`config.mk`:
```
export PLATFORM = sky130hd
export DESIGN_NAME = vend_change_dispenser_flat
export DESIGN_NICKNAME = d
export VERILOG_FILES = /design/src/rtl/vend_pkg.sv /design/src/rtl/vend_change_dispenser_if.sv /design/src/rtl/vend_coin_stock.sv /design/src/rtl/vend_change_dispenser.sv /design/src/flat_wrapper.sv
export SDC_FILE = /design/constraint.sdc
export NUM_CORES = 1
export LEC_CHECK = 0
export ABC_AREA = 0
export CORE_UTILIZATION = 30
export CTS_BUF_LIST = sky130_fd_sc_hd__clkbuf_16
export DETAILED_ROUTE_END_ITERATION = 8
export PLACE_DENSITY = 0.48
export SLEW_MARGIN = 20
export SYNTH_ARGS = -nofsm -noshare
export SYNTH_HDL_FRONTEND = slang
export SYNTH_SLANG_ARGS = --single-unit
```
`constraint.sdc`:
```
create_clock -name pclk -period 6.55 [get_ports pclk]
set_input_delay 0.655 -clock pclk [delete_from_list [all_inputs] [get_ports pclk]]
set_output_delay 0.655 -clock pclk [all_outputs]
set_load 0.03 [all_outputs]
```
`src/rtl/vend_pkg.sv`:
```
// Shared coin codes, coin values and FSM state type for the change dispenser.
package vend_pkg;

    localparam int NUM_DENOM = 6;

    localparam logic [2:0] PS25    = 3'd0;
    localparam logic [2:0] PS50    = 3'd1;
    localparam logic [2:0] RS1     = 3'd2;
    localparam logic [2:0] RS2     = 3'd3;
    localparam logic [2:0] RS5     = 3'd4;
    localparam logic [2:0] RS10    = 3'd5;
    localparam logic [2:0] INVALID = 3'd6;

    typedef enum logic [1:0] {
        S_IDLE,
        S_SELECT,
        S_ISSUE,
        S_DONE
    } state_e;

    typedef struct packed {
        logic       vld;
        logic [2:0] code;
    } coin_sel_t;

    function automatic logic [15:0] coin_value(input logic [2:0] code);
        case (code)
            PS25:    return 16'd25;
            PS50:    return 16'd50;
            RS1:     return 16'd100;
            RS2:     return 16'd200;
            RS5:     return 16'd500;
            RS10:    return 16'd1000;
            default: return 16'd0;
        endcase
    endfunction

endpackage

```
`src/rtl/vend_change_dispenser_if.sv`:
```
// Request, coin-ejection, refill and status signals of the change dispenser.
interface vend_change_dispenser_if
    import vend_pkg::*;
#(
    parameter int STOCK_W = 8
);
    logic                 change_valid;
    logic [15:0]          change_amount;
    logic                 change_ready;
    logic [2:0]           coin_out;
    logic                 coin_out_valid;
    logic                 coin_out_ack;
    logic                 refill_valid;
    logic [2:0]           refill_denom;
    logic [STOCK_W-1:0]   refill_count;
    logic [NUM_DENOM-1:0] stock_empty;
    logic                 done;
    logic [15:0]          shortfall;
    logic [7:0]           coins_issued;

    modport master (
        output change_valid, change_amount, coin_out_ack,
               refill_valid, refill_denom, refill_count,
        input  change_ready, coin_out, coin_out_valid,
               stock_empty, done, shortfall, coins_issued
    );

    modport slave (
        input  change_valid, change_amount, coin_out_ack,
               refill_valid, refill_denom, refill_count,
        output change_ready, coin_out, coin_out_valid,
               stock_empty, done, shortfall, coins_issued
    );
endinterface

```
`src/rtl/vend_coin_stock.sv`:
```
// Per-denomination saturating coin stock counters with refill and single-coin decrement.
module vend_coin_stock
    import vend_pkg::*;
#(
    parameter int STOCK_W    = 8,
    parameter int INIT_STOCK = 8
) (
    input  logic                 pclk,
    input  logic                 prst,
    input  logic                 refill_valid_i,
    input  logic [2:0]           refill_denom_i,
    input  logic [STOCK_W-1:0]   refill_count_i,
    input  logic                 dec_valid_i,
    input  logic [2:0]           dec_denom_i,
    output logic [NUM_DENOM-1:0] empty_o,
    output logic [NUM_DENOM-1:0] nonzero_o
);

    for (genvar g = 0; g < NUM_DENOM; g++) begin : g_cnt
        logic [STOCK_W-1:0] cnt_q;
        logic [STOCK_W-1:0] cnt_d;
        logic [STOCK_W:0]   sum;

        // Add before subtracting: a decrement only happens on a nonzero count,
        // so the extra bit only ever carries overflow, never borrow.
        always_comb begin
            sum = {1'b0, cnt_q};
            if (refill_valid_i && refill_denom_i == 3'(g))
                sum = sum + {1'b0, refill_count_i};
            if (dec_valid_i && dec_denom_i == 3'(g))
                sum = sum - {{STOCK_W{1'b0}}, 1'b1};
            cnt_d = sum[STOCK_W] ? {STOCK_W{1'b1}} : sum[STOCK_W-1:0];
        end

        always_ff @(posedge pclk) begin
            if (prst) cnt_q <= STOCK_W'(INIT_STOCK);
            else      cnt_q <= cnt_d;
        end

        assign empty_o[g]   = (cnt_q == '0);
        assign nonzero_o[g] = (cnt_q != '0);
    end

endmodule

```
`src/rtl/vend_change_dispenser.sv`:
```
// Greedy change payout: one coin per SELECT/ISSUE round, largest stocked coin that fits.
module vend_change_dispenser
    import vend_pkg::*;
#(
    parameter int STOCK_W    = 8,
    parameter int INIT_STOCK = 8
) (
    input logic                     pclk,
    input logic                     prst,
    vend_change_dispenser_if.slave  bus
);

    state_e      state_q, state_d;
    logic [15:0] remaining_q, remaining_d;
    logic [15:0] shortfall_q, shortfall_d;
    logic [7:0]  coins_q, coins_d;
    logic [2:0]  coin_q, coin_d;
    logic        dec_valid;
    coin_sel_t   sel;

    logic [NUM_DENOM-1:0] stock_empty;
    logic [NUM_DENOM-1:0] stock_nz;

    vend_coin_stock #(
        .STOCK_W    (STOCK_W),
        .INIT_STOCK (INIT_STOCK)
    ) u_stock (
        .pclk           (pclk),
        .prst           (prst),
        .refill_valid_i (bus.refill_valid),
        .refill_denom_i (bus.refill_denom),
        .refill_count_i (bus.refill_count),
        .dec_valid_i    (dec_valid),
        .dec_denom_i    (coin_q),
        .empty_o        (stock_empty),
        .nonzero_o      (stock_nz)
    );

    // Ascending scan, last hit wins: yields the largest coin that fits and is stocked.
    always_comb begin
        sel = '{vld: 1'b0, code: INVALID};
        for (int i = 0; i < NUM_DENOM; i++) begin
            if (stock_nz[i] && coin_value(3'(i)) <= remaining_q) begin
                sel.vld  = 1'b1;
                sel.code = 3'(i);
            end
        end
    end

    always_comb begin
        state_d     = state_q;
        remaining_d = remaining_q;
        shortfall_d = shortfall_q;
        coins_d     = coins_q;
        coin_d      = coin_q;
        dec_valid   = 1'b0;
        case (state_q)
            S_IDLE: begin
                if (bus.change_valid) begin
                    remaining_d = bus.change_amount;
                    coins_d     = '0;
                    state_d     = S_SELECT;
                end
            end
            S_SELECT: begin
                if (sel.vld) begin
                    coin_d  = sel.code;
                    state_d = S_ISSUE;
                end else begin
                    shortfall_d = remaining_q;
                    state_d     = S_DONE;
                end
            end
            S_ISSUE: begin
                if (bus.coin_out_ack) begin
                    dec_valid   = 1'b1;
                    remaining_d = remaining_q - coin_value(coin_q);
                    if (coins_q != 8'hFF) coins_d = coins_q + 8'd1;
                    state_d = S_SELECT;
                end
            end
            S_DONE:  state_d = S_IDLE;
            default: state_d = S_IDLE;
        endcase
    end

    always_ff @(posedge pclk) begin
        if (prst) begin
            state_q     <= S_IDLE;
            remaining_q <= '0;
            shortfall_q <= '0;
            coins_q     <= '0;
            coin_q      <= PS25;
        end else begin
            state_q     <= state_d;
            remaining_q <= remaining_d;
            shortfall_q <= shortfall_d;
            coins_q     <= coins_d;
            coin_q      <= coin_d;
        end
    end

    assign bus.change_ready   = (state_q == S_IDLE);
    assign bus.coin_out_valid = (state_q == S_ISSUE);
    assign bus.coin_out       = coin_q;
    assign bus.done           = (state_q == S_DONE);
    assign bus.shortfall      = shortfall_q;
    assign bus.coins_issued   = coins_q;
    assign bus.stock_empty    = stock_empty;

endmodule
```
`src/flat_wrapper.sv`:
```
// flat-port wrapper written by rule: the top's interface ports become plain ports
module vend_change_dispenser_flat import vend_pkg::*;
#(
    parameter int STOCK_W    = 8,
    parameter int INIT_STOCK = 8
)
  (pclk, prst, bus_change_valid, bus_change_amount, bus_coin_out_ack, bus_refill_valid, bus_refill_denom, bus_refill_count, bus_change_ready, bus_coin_out, bus_coin_out_valid, bus_stock_empty, bus_done, bus_shortfall, bus_coins_issued);
  vend_change_dispenser_if #(.STOCK_W(STOCK_W)) bus_i ();
  input logic pclk;
  input logic prst;
  input wire logic [$bits(bus_i.change_valid)-1:0] bus_change_valid;
  input wire logic [$bits(bus_i.change_amount)-1:0] bus_change_amount;
  input wire logic [$bits(bus_i.coin_out_ack)-1:0] bus_coin_out_ack;
  input wire logic [$bits(bus_i.refill_valid)-1:0] bus_refill_valid;
  input wire logic [$bits(bus_i.refill_denom)-1:0] bus_refill_denom;
  input wire logic [$bits(bus_i.refill_count)-1:0] bus_refill_count;
  output wire logic [$bits(bus_i.change_ready)-1:0] bus_change_ready;
  output wire logic [$bits(bus_i.coin_out)-1:0] bus_coin_out;
  output wire logic [$bits(bus_i.coin_out_valid)-1:0] bus_coin_out_valid;
  output wire logic [$bits(bus_i.stock_empty)-1:0] bus_stock_empty;
  output wire logic [$bits(bus_i.done)-1:0] bus_done;
  output wire logic [$bits(bus_i.shortfall)-1:0] bus_shortfall;
  output wire logic [$bits(bus_i.coins_issued)-1:0] bus_coins_issued;
  assign bus_i.change_valid = bus_change_valid;
  assign bus_i.change_amount = bus_change_amount;
  assign bus_i.coin_out_ack = bus_coin_out_ack;
  assign bus_i.refill_valid = bus_refill_valid;
  assign bus_i.refill_denom = bus_refill_denom;
  assign bus_i.refill_count = bus_refill_count;
  assign bus_change_ready = bus_i.change_ready;
  assign bus_coin_out = bus_i.coin_out;
  assign bus_coin_out_valid = bus_i.coin_out_valid;
  assign bus_stock_empty = bus_i.stock_empty;
  assign bus_done = bus_i.done;
  assign bus_shortfall = bus_i.shortfall;
  assign bus_coins_issued = bus_i.coins_issued;
  vend_change_dispenser #(.STOCK_W(STOCK_W), .INIT_STOCK(INIT_STOCK)) u_core (.pclk(pclk), .prst(prst), .bus(bus_i));
endmodule
```
Word level (Yosys, flattened, before mapping)

Index checks and enable logic that the tools add are counted.

$add $sub $neg: 14
Multiply operators: 0
Div/mod/pow operators: 0
Order comparisons: 6
Equal/unequal tests: 17
Shift operators: 0
Muxes and demuxes: 40
Bitwise gates (word level): 1
Reductions and logical operators: 45

Operators with widths:

| cell                                                            | number |
|---|---|
| two-way mux 9 bit                                               | 12 |
| two-way mux 8 bit                                               | 9 |
| two-way mux 16 bit                                              | 4 |
| one-hot mux 10 bit (6 select lines)                             | 1 |
| adder 8 x 8 -> 9 bit                                            | 6 |
| subtractor 9 x 1 -> 9 bit, second input constant                | 6 |
| zero test 8 bit                                                 | 6 |
| nonzero test 8 bit                                              | 6 |
| one-hot mux 16 bit (2 select lines)                             | 1 |
| two-way mux 4 bit                                               | 6 |
| logical AND 1 bit                                               | 18 |
| less-or-equal comparator 10 x 16 -> 1 bit, first input constant | 1 |
| less-or-equal comparator 5 x 16 -> 1 bit, first input constant  | 1 |
| less-or-equal comparator 6 x 16 -> 1 bit, first input constant  | 1 |
| less-or-equal comparator 7 x 16 -> 1 bit, first input constant  | 1 |
| less-or-equal comparator 8 x 16 -> 1 bit, first input constant  | 1 |
| less-or-equal comparator 9 x 16 -> 1 bit, first input constant  | 1 |
| one-hot mux 8 bit (2 select lines)                              | 1 |
| subtractor 16 bit                                               | 1 |
| == test 3 x 2 -> 1 bit, second input constant                   | 4 |
| == test 3 bit, second input constant                            | 4 |
| OR reduction 2 bit                                              | 6 |
| adder 8 x 1 -> 8 bit, second input constant                     | 1 |
| inequality test 8 bit, second input constant                    | 1 |
| 15 further kinds                                                | 24 |

Register bits after elaboration: 93
Latch bits: 0
Bits in writable memories: 0
Memory bits (read-only): 0
Input bits: 32
Output and inout bits: 36
Word-level logic and storage cells: 140
Memories kept: 0

Logic depth before layout (Yosys ltp)

Gate-level depths: netlist of the first run.

Depth in word-level cells: 10
Depth in mapped cells: 12
Gate-level depth less buffers: 11

By module

A second synthesis of the first run with hierarchy kept.

Cells, all modules: 1,030
Area, all modules: 8,594.5 sq um

By module, submodules not included:

| module                | instances | cells each | area each (sq um) | seq. area each (sq um) |
|---|---|---|---|---|
| vend_coin_stock       | 1         | 681        | 5,651.7           | 960.9 |
| vend_change_dispenser | 1         | 349        | 2,942.8           | 900.9 |

Least setup slack after synthesis of the first run

No wires, ideal clock.

Path type: input to register
Start: input port bus_refill_count[0]
End: register u_core.u_stock.g_cnt[4].cnt_q[7]
Library setup time: 91 ps
Arrival time: 3,027 ps
Data required time: 6,459 ps
Setup slack: 3,433 ps
Stages on the path: 9
Path buffers: 0
Path through: ha_1 -> fa_1 -> a211oi_2 -> nor2_1 -> o311a_1 -> o31ai_1 -> and4b_1 -> o21a_1 -> a311oi_1

Word-level cells in the longest chain between the ends: 5

RTL lines:

| item                      | line                  | RTL |
|---|---|---|
| start, declared           | flat_wrapper.sv:16    | `input wire logic [$bits(bus_i.refill_count)-1:0] bus_refill_count;` |
| adder 8 x 8 -> 9 bit (*)  | vend_coin_stock.sv:29 | `sum = sum + {1'b0, refill_count_i};` |
| two-way mux 9 bit (*)     | vend_coin_stock.sv:28 | `if (refill_valid_i && refill_denom_i == 3'(g))` |
| subtractor 9 x 1 -> 9 bit | vend_coin_stock.sv:31 | `sum = sum - {{STOCK_W{1'b0}}, 1'b1};` |
| two-way mux 9 bit (*)     | vend_coin_stock.sv:30 | `if (dec_valid_i && dec_denom_i == 3'(g))` |
| two-way mux 8 bit (*)     | vend_coin_stock.sv:32 | `cnt_d = sum[STOCK_W] ? {STOCK_W{1'b1}} : sum[STOCK_W-1:0];` |
| end signal, assigned      | vend_coin_stock.sv:36 | `if (prst) cnt_q <= STOCK_W'(INIT_STOCK);` |
| end signal, assigned      | vend_coin_stock.sv:37 | `else cnt_q <= cnt_d;` |
| end, declared             | vend_coin_stock.sv:20 | `logic [STOCK_W-1:0] cnt_q;` |

Every way passes the cells marked *; elsewhere a longest branch is shown, timed or not.
A chain may end at the register's enable or synchronous reset.

Final worst setup path of the first run

Start: input port bus_refill_count[1]
End: register u_core.u_stock.g_cnt[4].cnt_q[7]

The elaborated chain is that of the path after synthesis.

==> impl_results.md, run 1 <==
- Run status: finished clean
- Crit. End Element: flip-flop
- Cells after Synth: 997
- Clock Skews: 0.0100 ns
- H-tree lvl count: 3
- CTS Sinks: 93
- Maximum VDD drop: between 0.1 and 0.15 mV
- Worst Setup SP: bus_refill_count[1]
- Gates resized, CTS repair: 0
- Worst R2R Start: u_core.remaining_q[15]
- Fmax: around 250 MHz
- Shortest period the worst path allows: 3.94 ns
- RSZ-0062 raised after global routing: no
- Final setup violation count: 0
- TritonCTS clock tree: built
- Crit start category: input pin
- Crit Reg-Reg Endpoint: u_core.bus.shortfall[11]
- DRT iter0 DRCs: 514
- Worst-path clk slew: 0.07 ns
- Vias per cell: 5.49
- Worst rel slew slack: 0.292
- Gr busiest metal: met2
- Pre-CTS setup slack: 2.19 ns
- Non-filler instance count after layout: 1380
- Met1 Resource Use GR: 0.236
- First-pass GRT wire length: roughly 36000 um
- Total gr overflow: 0
- Post-synth EDFFs: 0
- Worst min path class: reg2reg
- P&R area growth vs syn: 15.9%
- Mapped Nets: 1101
- Mapped cell area: 0.00796 mm^2
- GR Util All Layers: 0.171
- Reg2reg path depth: 7
- Max-slew violation count: 0
- Via count: 7579
- Pleak: roughly 3.6 nW
- Post-Route WL: around 23000 um
- Worst hold slack: 0.458 ns
- Initial antenna violation count: 0
- Final GP Congestion: 0.832
- WP data required: 6.82 ns
- Worst Path Max Fanout: 12
- Core ar.: 0.0261 mm^2
- Largest net degree at the start of global routing: 75
- IO Count: 68
- TritonRoute pass-1 iters: 5
- Pwr dens: 178 mW/mm^2
- Avg Cell Area, Syn: 7.98 um^2
- Clk buf depth: 2
- Inst Count DP: 1364
- Top FF cell, synth: dfxtp_1
- Post-synthesis sequential area ratio: 0.234
- Synth top area cells: dfxtp_1 (23%), ha_1 (10%), a21oi_1 (4.6%)
- Count leader, synth: dfxtp_1
- Yosys warnings: 0
- Min-delay src: u_core.bus.shortfall[3]
- Cells on Worst Hold Path: 2
- Initial core utilization: 0.305
- Antenna viol nets, final: 0
- Tightest Pin Transition: approximately 1.1 ns
- Share of the synthesized area in the top cell type: 0.234
- Vert. Die Dim: 165 um
- Layout cells sized above 1: 0.0536
- Final worst-path cycle share: 0.602
- List of most frequent post-synthesis cells: dfxtp_1 (93), nand2_1 (86), nor2_1 (80), a21oi_1 (73), ha_1 (65)
- Tot Pwr: 1.64 mW
- Fin. Hold Viols: 0
- Ant diodes: 0
- Total CTS buffers: 9
- Die area: 0.0272 mm^2
- Fin nets: between 1000 and 1500
- Residual DRC count: 0
- Min-Delay Endpoint: u_core.bus.shortfall[3]
- Final HPWL DP: 17400 um
- Synth Register Bits: 93
- Number of global-route vias before repair: 6966
- Fraction of registers with async set/reset: 0
- Met3 usage: 0.0183
- FP Rows: between 50 and 60
- Chip width: about 160 um
- Max-cap violations: 0
- Netlist cell types: between 70 and 80
- Setup Crit Path Kind: in2reg
- WL/cell: 16.6 um
- Setup Buffers After CTS: 0
- Root Driver: clkbuf_16
- Cts hold-fix bufs: 0
- TNS Setup: 0 ns
- Port Buffers: 67
- Worst EP arrival: 4.21 ns
- Synth area leader: dfxtp_1
- Skew-Pair Late Insertion Delay: 0.36 ns
- Final Worst Setup Slack: 2.61 ns
- R2R Setup Slk: roughly 2.8 ns
- M2 GR Usage: 0.278
-- how the worst max path moves through the flow --
stage | to | slack, ns | cells after the start
finish | u_core.u_stock.g_cnt[4].cnt_q[7] | 2.61 | 9
floorplan | u_core.u_stock.g_cnt[4].cnt_q[7] | 3.43 | 9
global placement | u_core.u_stock.g_cnt[2].cnt_q[5] | 2.22 | 9
detailed placement | u_core.u_stock.g_cnt[4].cnt_q[7] | 2.19 | 9
CTS | u_core.u_stock.g_cnt[3].cnt_q[1] | 2.57 | 9
global route | u_core.u_stock.g_cnt[3].cnt_q[1] | 2.14 | 9
-- routing by layer --
layer  vias to the layer above  routed length (um)
met5                         -                   0
met4                         0                 321
met3                        15                 757
met2                       134               10300
met1                      3562               11500
li1                       3868                   -
-- logic make-up (layout without fill, tap and decap cells) --
logic type | Yosys count | count (layout) | synth area share
flops | 93 | 93 | 0.234
buf+inv | 64 | 112 | 0.0332
compound gates | 294 | 294 | 0.250
xor+xnor | 56 | 56 | 0.0616
fa+ha+maj | 72 | 72 | 0.120
mux | 38 | 38 | 0.0491
simple gates | 380 | 380 | 0.253
-- final cells by class --
| class | instances | area (um^2) |
|---|---|---|
| multi-input cells | 840 | 5840 |
| clock buffers | 9 | 225 |
| flip-flops and latches | 93 | 1860 |
| clock inverters | 7 | 73.8 |
| repair buffers | 74 | 718 |
| well taps | 335 | 419 |
| inverters | 22 | 82.6 |
| fillers | 2760 | 16800 |
-- worst max-delay path, stage by stage --
cell and delay, ns:
clkdlybuf4s50_1 0.85, fa_1 0.69, a211oi_2 0.24, nor2_1 0.09
o311a_1 0.32, o31ai_1 0.69, and4b_1 0.28, o21a_1 0.18
a311oi_1 0.22
-- through the flow --
stage,area [um^2],utilization
after global routing,9230,0.354
after detailed placement,8930,0.343
final,9230,0.354
after CTS,9230,0.354
after global placement,8930,0.343
after floorplan,7960,-
-- power by group --
group / internal, mW / switching [mW] / leakage, nW
clock network: 0.273 / 0.269 / 0.149
registers: 0.590 / 0.0397 / 0.756
logic: 0.195 / 0.274 / 2.67
total: 1.06 / 0.582 / 3.58
-- layout by cell type (no fill, tap or decap), types with 19 or more instances in the layout --
cell and n:
dfxtp_1 93, nand2_1 86, nor2_1 80, a21oi_1 73, clkdlybuf4s50_1 66, ha_1 65, nand3_1 48, o21ai_0 47
xor2_1 32, mux2i_1 30, a211oi_1 27, nor3_1 26, xnor2_1 24, inv_1 22, a31oi_1 22, nor3b_1 20
nor4_1 19, a21o_1 19
-- sequential cells by signal, indices dropped and copies added (netlist names) --
name	count
u_core.bus.shortfall	16
u_core.u_stock.g_cnt.cnt_q	48
u_core.bus.coins_issued	8
u_core.state_q	2
u_core.bus.coin_out	3
u_core.remaining_q	16
(Power assumes the default switching activity.)
==> run 2: changes to the inputs <==
==> constraint.sdc (replaced) <==
create_clock -name pclk -period 4.1 [get_ports pclk]
set_input_delay 0.41 -clock pclk [delete_from_list [all_inputs] [get_ports pclk]]
set_output_delay 0.41 -clock pclk [all_outputs]
set_load 0.03 [all_outputs]
==> impl_results.md, run 2 (synthesis gave the netlist of run 1 again) <==
- Chip width: 165 um
- Cts hold-fix bufs: 0
- First-pass GRT wire length: approximately 37000 um
- TritonCTS clock tree: built
- WP data required: 4.31 ns
- Ant diodes: 0
- Final HPWL DP: ~18000 um
- Residual DRC count: 0
- Post-Route WL: roughly 23000 um
- Via count: ~7500
- Tightest Pin Transition: 0.874 ns
- CP Buf/Inv Count: 1
- FP Rows: 59
- Fin util: 0.359
- Root Driver: clkbuf_16
- Worst min path class: reg2reg
- Clk buf depth: 2
- P&R area growth vs syn: 17.6%
- R2R Setup Slk: 1.01 ns
- Cells on Worst Hold Path: 2
- Final Worst Setup Slack: 0.627 ns
- Initial core utilization: 0.305
- Final worst-path cycle share: 0.847
- H-tree lvl count: 3
- Antenna viol nets, final: 0
- Max-slew violation count: 0
- Final setup violation count: 0
- Number of global-route vias before repair: 7008
- Setup Crit Path Kind: in2reg
- Sequence of cells on the critical path: clkdlybuf4s50_1 > ha_1 > fa_1 > a211oi_1 > nor2_1 > a311oi_1 > o21ai_0 > nor4b_2 > xor2_1 > a21oi_1
- TNS Setup: 0 ns
- Number of flip-flops in the largest register: 48
- IO Count: 68
- Worst-path clk slew: 0.08 ns
- RSZ-0062 raised after global routing: no
- Vert. Die Dim: between 150 and 200 um
- Shortest period the worst path allows: ~3.5 ns
- Wl on met1: 11800 um
- Highest-count cells in the layout ignoring fill and taps: dfxtp_1 (93), nand2_1 (86), nor2_1 (80)
- Top sig layer: met4
- Commonest non-fill, non-tap cell in the layout: dfxtp_1
- Total gr overflow: 0
- Tot Pwr: 2.66 mW
- Maximum VDD drop: 0.189 mV
- Crit Reg-Reg Endpoint: u_core.remaining_q[14]
- Critical Path Max Stage Delay: around 0.66 ns
- Pre-CTS setup slack: between 0.3 and 0.4 ns
- Max-cap violations: 0
- Layout cells sized above 1: 0.0687
- Setup Buffers After CTS: 0
- Biggest register: u_core.u_stock.g_cnt.cnt_q
- Met3 WL post-DR: 814 um
- Die area: 0.0272 mm^2
- Run status: finished clean
- Largest net degree at the start of global routing: 74
- Worst EP arrival: between 3 and 4 ns
- Vias per cell: approximately 5.4
- Crit. End Element: flip-flop
- Worst R2R Start: u_core.bus.coin_out[1]
- Fmax: about 290 MHz
- Gates resized, CTS repair: 0
- TritonRoute pass-1 iters: 5
- Fin nets: 1162
- WL/cell: 16.8 um
- Worst Path Max Fanout: 6
- Total CTS buffers: 9
- Core ar.: 0.0261 mm^2
- Min-delay src: u_core.bus.shortfall[4]
- # fillers: 2702
- Pleak: 3.67 nW
- Fin. Hold Viols: 0
- Crit path max-delay family: compound AO/OA/AOI/OAI gates
- Reg2reg path depth: 10
- CP max-delay cell: clkdlybuf4s50_1
- Skew-Pair Late Insertion Delay: around 0.37 ns
- Met2 WL post-DR: roughly 11000 um
- Crit start category: input pin
- Worst rel slew slack: 0.418
- DRT iter0 DRCs: around 440
- GR Util All Layers: 0.175
- Worst hold slack: ~0.46 ns
- Port Buffers: 67
- Initial antenna violation count: 0
- Final GP Congestion: roughly 0.80
- Clock Skews: ~0.016 ns
- Min-Delay Endpoint: u_core.bus.shortfall[4]
- Pwr dens: 284 mW/mm^2
- CTS Sinks: 93
run 2: cell count changes in the layout (fill, tap and decap cells not counted), sizes merged:
cell	delta
buf	+18
run 2: cell type report:
cell class / count / area, um^2 / share of cell area
Clock buffer: 9 / 225 / 0.0241
Clock inverter: 7 / 81.3 / 0.00869
Inverter: 22 / 82.6 / 0.00882
Multi-Input combinational cell: 840 / 5840 / 0.624
Sequential cell: 93 / 1860 / 0.199
Tap cell: 335 / 419 / 0.0448
Timing Repair Buffer: 92 / 853 / 0.0912
run 2: per-layer routing:
layer | GRT usage | up-vias
met2 | 0.285 | 130
met3 | 0.0244 | 10
met1 | 0.245 | 3510
li1 | - | 3897
met4 | 0.0342 | 0
met5 | 0 | -
run 2: report_power, final:
| group | switching [mW] | internal [mW] | leakage [nW] | total, mW |
|---|---|---|---|---|
| combinational | 0.443 | 0.321 | 2.76 | 0.764 |
| sequential | 0.0630 | 0.942 | 0.756 | 1.01 |
| clock | 0.448 | 0.440 | 0.152 | 0.888 |
run 2: worst max-delay path by stage:
stage / startpoint / to / slack [ns] / depth (start not counted)
final: bus_refill_count[0] / u_core.u_stock.g_cnt[1].cnt_q[1] / 0.63 / 10
after global routing: bus_refill_count[1] / u_core.u_stock.g_cnt[2].cnt_q[3] / 0.43 / 10
after CTS: bus_refill_count[0] / u_core.u_stock.g_cnt[1].cnt_q[5] / 0.65 / 10
after detailed placement: bus_refill_count[0] / u_core.u_stock.g_cnt[1].cnt_q[5] / 0.31 / 10
after global placement: bus_refill_count[0] / u_core.u_stock.g_cnt[1].cnt_q[3] / 0.31 / 10
after floorplan: bus_refill_count[0] / u_core.u_stock.g_cnt[4].cnt_q[7] / 1.23 / 9
run 2: stage by stage:
step	cell area, um^2	std cells
after floorplan	7960	997
after global placement	9050	1382
after detailed placement	9050	1382
after CTS	9360	1398
after global routing	9360	1398
final	9360	1398
run 2: worst register-to-register path, delay by kind of cell (launching register included):
kind	cells	cell delay, ns
AND/OR/NAND/NOR	1	0.37
adder cells (fa/ha/maj)	2	0.64
buffers and inverters	1	0.06
flip-flops	1	0.45
AO/OA/AOI/OAI	6	1.41
==> run 3: changes to the inputs <==
--- a/config.mk
+++ b/config.mk
@@ -9,7 +9,7 @@
 export CORE_UTILIZATION = 30
 export CTS_BUF_LIST = sky130_fd_sc_hd__clkbuf_16
 export DETAILED_ROUTE_END_ITERATION = 8
-export PLACE_DENSITY = 0.48
+export PLACE_DENSITY = 0.5
 export SLEW_MARGIN = 20
 export SYNTH_ARGS = -nofsm -noshare
 export SYNTH_HDL_FRONTEND = slang
==> constraint.sdc (replaced) <==
create_clock -name pclk -period 2.8 [get_ports pclk]
set_input_delay 0.28 -clock pclk [delete_from_list [all_inputs] [get_ports pclk]]
set_output_delay 0.28 -clock pclk [all_outputs]
set_load 0.03 [all_outputs]
==> impl_results.md, run 3 (synthesis gave the netlist of run 1 again) <==
- Run status: finished clean
- Worst hold slack: 0.458 ns
- Non-filler instance count after layout: 1595
- Worst-path clk slew: 0.08 ns
- Final worst-path cycle share: 0.970
- Worst Path Max Fanout: 4
- Commonest non-fill, non-tap cell in the layout: buf_4
- Cells on Worst Hold Path: 2
- Min-delay src: u_core.bus.shortfall[13]
- Max-cap violations: 0
- DRT iter0 DRCs: 522
- CTS Sinks: 93
- Pwr dens: 371 mW/mm^2
- Worst EP arrival: 2.99 ns
- Die area: 0.0272 mm^2
- Sequence of cells on the critical path: clkdlybuf4s50_1 > buf_4 > buf_4 > ha_1 > a211oi_2 > nor2_1 > o311a_1 > o31ai_2 > nor3_2 > a31o_2 > a31oi_1
- Root Driver: clkbuf_16
- Highest-count cells in the layout ignoring fill and taps: buf_4 (217), dfxtp_1 (91), nand2_1 (86)
- Critical Path Max Stage Delay: roughly 0.40 ns
- Worst Setup SP: bus_refill_count[2]
- Biggest register: u_core.u_stock.g_cnt.cnt_q
- TritonCTS clock tree: built
- P&R area growth vs syn: 40.9%
- Inst Count DP: 1573
- Residual DRC count: 0
- Crit start category: input pin
- Maximum VDD drop: around 0.28 mV
- Worst min path class: reg2reg
- Tot Pwr: 4.16 mW
- First-pass GRT wire length: about 40000 um
- Fmax: ~370 MHz
- Reg2reg path depth: 9
- # fillers: 2580
- CP max-delay cell: clkdlybuf4s50_1
- Vert. Die Dim: 165 um
- Final setup violation count: 0
- Total gr overflow: 0
- Min-Delay Endpoint: u_core.bus.shortfall[13]
- Antenna viol nets, final: 0
- Crit Reg-Reg Endpoint: u_core.u_stock.g_cnt[3].cnt_q[7]
- Cts hold-fix bufs: 0
- Cell area after layout: 0.0112 mm^2
- Number of global-route vias before repair: 8102
- Port Buffers: 67
- Clk buf depth: 2
- Chip width: 165 um
- Final HPWL DP: 19500 um
- FP Rows: just under 60
- Initial core utilization: 0.305
- Tightest Pin Transition: 0.886 ns
- Vias per cell: 5.28
- Setup Crit Path Kind: in2reg
- Max-slew violation count: 0
- Shortest period the worst path allows: 2.72 ns
- Post-DP Area: between 0.01 and 0.015 mm^2
- Initial antenna violation count: 0
- Ant diodes: 0
- Crit. End Element: flip-flop
- Layout cells sized above 1: 0.260
- Number of flip-flops in the largest register: between 40 and 50
- Post-Route WL: approximately 25000 um
- CP dominant cell by count: buf_4
- Via count: ~8400
- Largest net degree at the start of global routing: 74
- Clock Skews: between 0.01 and 0.015 ns
- Pleak: ~4.7 nW
- Worst R2R Start: u_core.u_stock.g_cnt[3].cnt_q[0]
- Final GP Congestion: between 0.8 and 0.9
- H-tree lvl count: 3
- Core ar.: 0.0261 mm^2
- WP data required: 3.08 ns
- WL/cell: around 16 um
- GR Util All Layers: 0.186
- TNS Setup: 0 ns
- Fin. Hold Viols: 0
- IO Count: between 60 and 70
- R2R Setup Slk: roughly 0.18 ns
- TritonRoute pass-1 iters: 6
- Total CTS buffers: 9
- Skew-Pair Late Insertion Delay: 0.36 ns
- Fin nets: 1359
- Worst rel slew slack: 0.409
## run 3: changes by cell type in the layout (fill, tap and decap cells not counted), moves of 8 or more
cell      previous run  this run
a211oi_1            27        17
o21ai_1              1         9
ha_1                65        57
a211oi_2             1        11
o21ai_0             47        39
buf_4               25       217
## run 3: how the worst max path moves through the flow
stage                                            end  slack, ns
global route        u_core.u_stock.g_cnt[4].cnt_q[5]      -0.03
CTS                 u_core.u_stock.g_cnt[1].cnt_q[7]     -0.008
floorplan           u_core.u_stock.g_cnt[4].cnt_q[7]       0.04
finish              u_core.u_stock.g_cnt[4].cnt_q[5]       0.08
detailed placement  u_core.u_stock.g_cnt[1].cnt_q[3]      -0.54
global placement    u_core.u_stock.g_cnt[3].cnt_q[5]      -0.48
## run 3: per-stage QoR
| step | util | worst slack (ns) |
|---|---|---|
| 2_1_floorplan | - | 0.0428 |
| 5_1_grt | 0.430 | -0.0312 |
| 4_1_cts | 0.421 | -0.00778 |
| 6_report | 0.430 | 0.0843 |
| 3_5_place_dp | 0.405 | -0.535 |
| 3_3_place_gp | 0.405 | -0.484 |
## run 3: power breakdown
| part | leakage (nW) | internal (mW) | total, mW | switching (mW) |
|---|---|---|---|---|
| Sequential | 0.757 | 1.38 | 1.47 | 0.0927 |
| Combinational | 3.76 | 0.681 | 1.41 | 0.732 |
| Clock | 0.148 | 0.636 | 1.27 | 0.635 |
## run 3: critical path: cells and delay by family
kind / cells / cell delay [ns]
and+or+nand+nor: 2 / 0.23
adders and majority gates: 1 / 0.35
AOI/OAI and AO/OA: 5 / 1.39
buffers and inverters: 3 / 0.72
## run 3: final cells by class
| cell class | count | area, um^2 | share of cell area |
|---|---|---|---|
| inverter | 22 | 82.6 | 0.00737 |
| multi-input combinational | 840 | 6150 | 0.549 |
| clock inverter | 7 | 73.8 | 0.00658 |
| clock buffer | 9 | 225 | 0.0201 |
| timing repair buffer | 289 | 2390 | 0.213 |
| sequential | 93 | 1860 | 0.166 |
| tap | 335 | 419 | 0.0374 |
## run 3: timing repair
action                                  in CTS  in global routing
pin swaps                                    6                 17
gates resized for setup                     27                 56
endpoints found under the setup margin      27                 55
buffers inserted                             1                  5
## run 3: metal layers
metal  part of all wire  global-route usage  wire length [um]  up-vias
met5                  0                   0                 0        -
met4              0.020              0.0534               494        0
met3              0.029              0.0201               742       30
met2               0.47               0.317             11800      148
met1               0.49               0.246             12300     3953
li1                   -                   -                 -     4298
